==> config.mk <==
export PLATFORM = sky130hd
export DESIGN_NAME = fwd_scoreboard
export DESIGN_NICKNAME = d
export VERILOG_FILES = /design/src/rtl/cpu_pkg.sv /design/src/rtl/fwd_lookup.sv /design/src/rtl/fwd_scoreboard.sv
export SDC_FILE = /design/constraint.sdc
export NUM_CORES = 1
export LEC_CHECK = 0
export ABC_CLOCK_PERIOD_IN_PS = 2430
export CORE_ASPECT_RATIO = 0.6
export CORE_MARGIN = 8
export CORE_UTILIZATION = 47
export CTS_BUF_LIST = sky130_fd_sc_hd__clkbuf_4 sky130_fd_sc_hd__clkbuf_8 sky130_fd_sc_hd__clkbuf_16
export CTS_CLUSTER_DIAMETER = 150
export DETAILED_ROUTE_END_ITERATION = 12
export GPL_ROUTABILITY_DRIVEN = 0
export GPL_TIMING_DRIVEN = 0
export PLACE_DENSITY_LB_ADDON = 0.15
export SYNTH_ARGS = -nofsm -noshare
export SYNTH_HDL_FRONTEND = slang
export SYNTH_HIERARCHICAL = 1
export SYNTH_SLANG_ARGS = --single-unit
==> constraint.sdc <==
create_clock -name clk -period 2.43 [get_ports clk]
set_clock_uncertainty 0.05 [all_clocks]
set_input_delay 0.3645 -clock clk [delete_from_list [all_inputs] [get_ports clk]]
set_output_delay 0.3645 -clock clk [all_outputs]
set_load 0.01 [all_outputs]
==> src/rtl/cpu_pkg.sv <==
// cpu_pkg: shared types and helpers for the forwarding scoreboard
package cpu_pkg;
    localparam logic [4:0] ZERO_REG = 5'd31;
    typedef struct packed {
        logic       valid;
        logic [4:0] rd;
        logic       regwrite;
        logic       is_load;
    } sb_entry_t;
    function automatic int sel_width(input int depth);
        return $clog2(depth + 1);
    endfunction
endpackage

==> src/rtl/fwd_lookup.sv <==
// fwd_lookup: youngest-match forward select for one decode read port
module fwd_lookup
    import cpu_pkg::*;
#(
    parameter int DEPTH      = 3,
    parameter int LOAD_READY = 2,
    parameter int SELW       = sel_width(DEPTH)
) (
    input  sb_entry_t [DEPTH:1] entries,
    input  logic      [4:0]     rs,
    input  logic                rs_valid,
    output logic      [SELW-1:0] sel,
    output logic                load_hit
);
    // scanning oldest to youngest lets the youngest match overwrite older ones
    always_comb begin
        sel = '0;
        load_hit = 1'b0;
        for (int k = DEPTH; k >= 1; k--)
            if (rs_valid && rs != ZERO_REG && entries[k].valid && entries[k].regwrite && entries[k].rd == rs) begin
                load_hit = entries[k].is_load && k < LOAD_READY;
                sel = load_hit ? '0 : SELW'(k);
            end
    end
endmodule

==> src/rtl/fwd_scoreboard.sv <==
// fwd_scoreboard: tracks in-flight destinations and drives bypass selects and load-use stall
module fwd_scoreboard
    import cpu_pkg::*;
#(
    parameter int NUM_RD     = 2,
    parameter int DEPTH      = 3,
    parameter int LOAD_READY = 2,
    localparam int SELW      = sel_width(DEPTH)
) (
    input  logic                     clk,
    input  logic                     reset,
    input  logic                     issue_valid,
    input  logic [4:0]               issue_rd,
    input  logic                     issue_regwrite,
    input  logic                     issue_is_load,
    input  logic                     hold,
    input  logic                     flush,
    input  logic [NUM_RD*5-1:0]      rs,
    input  logic [NUM_RD-1:0]        rs_valid,
    output logic [NUM_RD*SELW-1:0]   fwd_sel,
    output logic                     load_use_stall,
    output logic [15:0]              fwd_count,
    output logic [15:0]              stall_count
);
    sb_entry_t [DEPTH:1] sb;
    logic [NUM_RD-1:0] load_hit;
    logic issue_ok;

    for (genvar i = 0; i < NUM_RD; i++) begin : g_port
        fwd_lookup #(.DEPTH(DEPTH), .LOAD_READY(LOAD_READY), .SELW(SELW)) u_lookup (
            .entries (sb),
            .rs      (rs[i*5 +: 5]),
            .rs_valid(rs_valid[i]),
            .sel     (fwd_sel[i*SELW +: SELW]),
            .load_hit(load_hit[i])
        );
    end

    assign load_use_stall = |load_hit;
    assign issue_ok = issue_valid && !flush && !load_use_stall;

    always_ff @(posedge clk or posedge reset) begin
        if (reset) begin
            sb          <= '0;
            fwd_count   <= '0;
            stall_count <= '0;
        end else begin
            if (hold) begin
                if (flush) sb[1].valid <= 1'b0;
            end else begin
                for (int k = DEPTH; k >= 2; k--) sb[k] <= sb[k-1];
                sb[1] <= issue_ok ? sb_entry_t'{1'b1, issue_rd, issue_regwrite, issue_is_load} : '0;
            end
            if (|fwd_sel && fwd_count != 16'hFFFF) fwd_count <= fwd_count + 16'd1;
            if (load_use_stall && stall_count != 16'hFFFF) stall_count <= stall_count + 16'd1;
        end
    end
endmodule

==> run_results.csv <==
group,metric,value,unit
outcome,outcome,"finished with violations",
outcome,violations,"setup timing",
detailed_routing,avgRoutedWirePerCell,17.38,um
clock_network,cts_buffers,5,
floorplanning,fp-row-count,22,
synth,synth_area_per_cell,11.40,um^2
global_routing,grt-ovfl-total,0,
timing,period_share,1.006,
clock_network,insertion_delay,0.31,ns
finish,fillers,461,
worst_setup_path,worst_r2r_path_depth,10,
synth,netlist_area,2940,um^2
synth,synthCells,258,
power,powerDensity,447.2,nW/um^2
power,clock_power_share,0.340,
detailed_routing,vias,2334,
power,internal-power,1.366,mW
finish,fin_area,4090,um^2
detailed_routing,routed_wl,7437,um
worst_setup_path,crit_type,"reg2reg",
timing,slew-limit-headroom,0.6647,
worst_setup_path,r2r_slack,-0.01,ns
timing,rsz0062_at_grt,"yes",
finish,fin_nets,369,
timing,worst_pin_slew,0.5029,ns
placement,place_hpwl,5284,um
worst_setup_path,critPathMaxFanout,4,
timing,finalSetupTns,-0.02060,ns
floorplanning,initial_core_util,0.4833,
finish,syn2layout_area_growth,39.11,%
clock_network,clk_pin_slew,0.10,ns
detailed_routing,postRouteAntennaNets,0,
floorplanning,ios,61,
global_routing,grt_usage,0.1618,
global_routing,grt_pass1_wl,12050,um
timing,finalSetupViolations,2,
timing,setup_ws,-0.01446,ns
placement,post_dp_cell_area,3656,um^2
power,cellLeakagePower,1.806,nW
global_routing,antenna_found_initial,0,
clock_network,hold_buffers,0,
synth,yosysWarnings,6,
timing,hold_violations,0,
finish,layout-drive-gt1-share,0.2733,
power,sequentialPowerShare,0.537,
global_routing,grt_max_degree,43,
timing,fin_crit,2.444,ns
worst_setup_path,worstSetupStartpointType,"flop",
detailed_routing,drtIter0Drc,108,
hold_path,worstHoldPathType,"in2async",
power,combPwrFrac,0.123,
floorplanning,fp.dieW,118.1,um
worst_setup_path,worst_ep_required_time,2.58,ns
detailed_routing,via_per_inst,5.453,
detailed_routing,route.detailed.drc,0,
timing,slew_viol_final,0,
power,power.switching,0.4634,mW
floorplanning,die_y,77.27,um
timing,fmax,409.1,MHz
floorplanning,die_area,9126,um^2
power,ir_drop,0.2197,mV
run,cap_violations,0,
clock_network,cts_buffer_depth,2,
power,p_sw_frac,0.2534,
worst_setup_path,endpoint_kind,"flop",
finish,antenna_cells,0,
placement,port_buffers,59,
clock_network,cts_tree,"built",
global_routing,grt_pass1_vias,2327,
floorplanning,coreArea,6083,um^2
worst_setup_path,arrival,2.60,ns
clock_network,root_buffer,"clkbuf_8",
clock_network,clock-sinks,54,
detailed_routing,first_pass_iters,4,
synth,synth_fp_nets,284,
clock_network,htreeDepth,2,
finish,fin_util,0.6724,
registers in the layout, summed over array words and instances, names as in the netlist:
| signal | flops |
|---|---|
| fwd_count | 16 |
| sb | 22 |
| stall_count | 16 |
area by class of cell:
type	instances	area, um^2	share of cell area
multi-input cells	197	1735	0.4243
well taps	84	105.1	0.02570
plain buffers	4	17.52	0.004283
clock buffers	5	68.82	0.01682
flip-flops and latches	54	1358	0.3319
repair buffers	79	754.5	0.1845
inverters	2	7.507	0.001835
clock inverters	3	43.79	0.01071
path summary, 6_finish.rpt:
path / from / endpoint
worst max-delay path: sb[5] / fwd_count[11]
worst min-delay path: reset / fwd_count[4]
worst min register to register: fwd_count[14] / fwd_count[14]
max in group asynchronous: reset / fwd_count[5]
worst max register to register: sb[5] / fwd_count[11]
min in group clk: fwd_count[14] / fwd_count[14]
per-layer routing:
layer / track usage / wire [um]
met5: 0 / 0
met4: 0.03685 / 48
met3: 0.05775 / 480
met2: 0.2174 / 3017
met1: 0.2371 / 3891
per-stage QoR:
step / power [mW] / setup slack, ns / hold slack (ns) / std cells
after floorplan: 1.107 / 0.1010 / 0.4429 / 258
after global placement: 1.195 / -0.7598 / 0.4538 / 401
after detailed placement: 1.205 / -0.7664 / 0.4570 / 402
after CTS: 1.829 / -0.1329 / 0.2609 / 416
after global routing: 1.914 / -0.1207 / 0.2781 / 428
final: 1.829 / -0.01446 / 0.2595 / 428
what timing repair did:
| item | in CTS | in global routing |
|---|---|---|
| setup endpoints to repair | 33 | 24 |
| pin swaps | 8 | 12 |
| endpoints found under the hold margin | 0 | 0 |
| resized for setup | 36 | 28 |
| setup buffers | 7 | 12 |
| gates cloned | 0 | 0 |
power groups by stage:
stage               Sequential, mW  Combinational (mW)  Clock [mW]
floorplan                    0.980               0.127           0
global placement             0.993               0.201           0
detailed placement           0.995               0.210           0
CTS                          0.979               0.217       0.632
global route                 0.987               0.247       0.679
finish                       0.982               0.225       0.622
critical path, cell delays in order (launching register included):
cell,delay (ns)
dfrtp_2,0.48
xor2_2,0.18
nor4_4,0.32
buf_4,0.16
a21boi_2,0.05
o21a_1,0.15
nor4_4,0.29
buf_6,0.17
nor4_4,0.05
nand4_1,0.12
mux2_4,0.30
cells in the final DEF, fill, tap and decap left out, types with 3 or more instances in the layout:
cell and instances:
xor2_1 9, buf_6 5, dlygate4sd2_1 10, nor4_4 5
nand2_1 16, buf_4 16, xnor2_1 35, nor3_1 4
mux2_4 4, nand3_1 14, dfrtp_1 49, a22o_1 7
and3_1 6, and4_1 3, clkdlybuf4s50_1 44, clkbuf_8 5
o21a_1 5, dfrtp_2 5, nor2_1 8, a21oi_1 4
nand4_1 14, mux2_2 14, xor2_2 8
(Power assumes the default switching activity.)
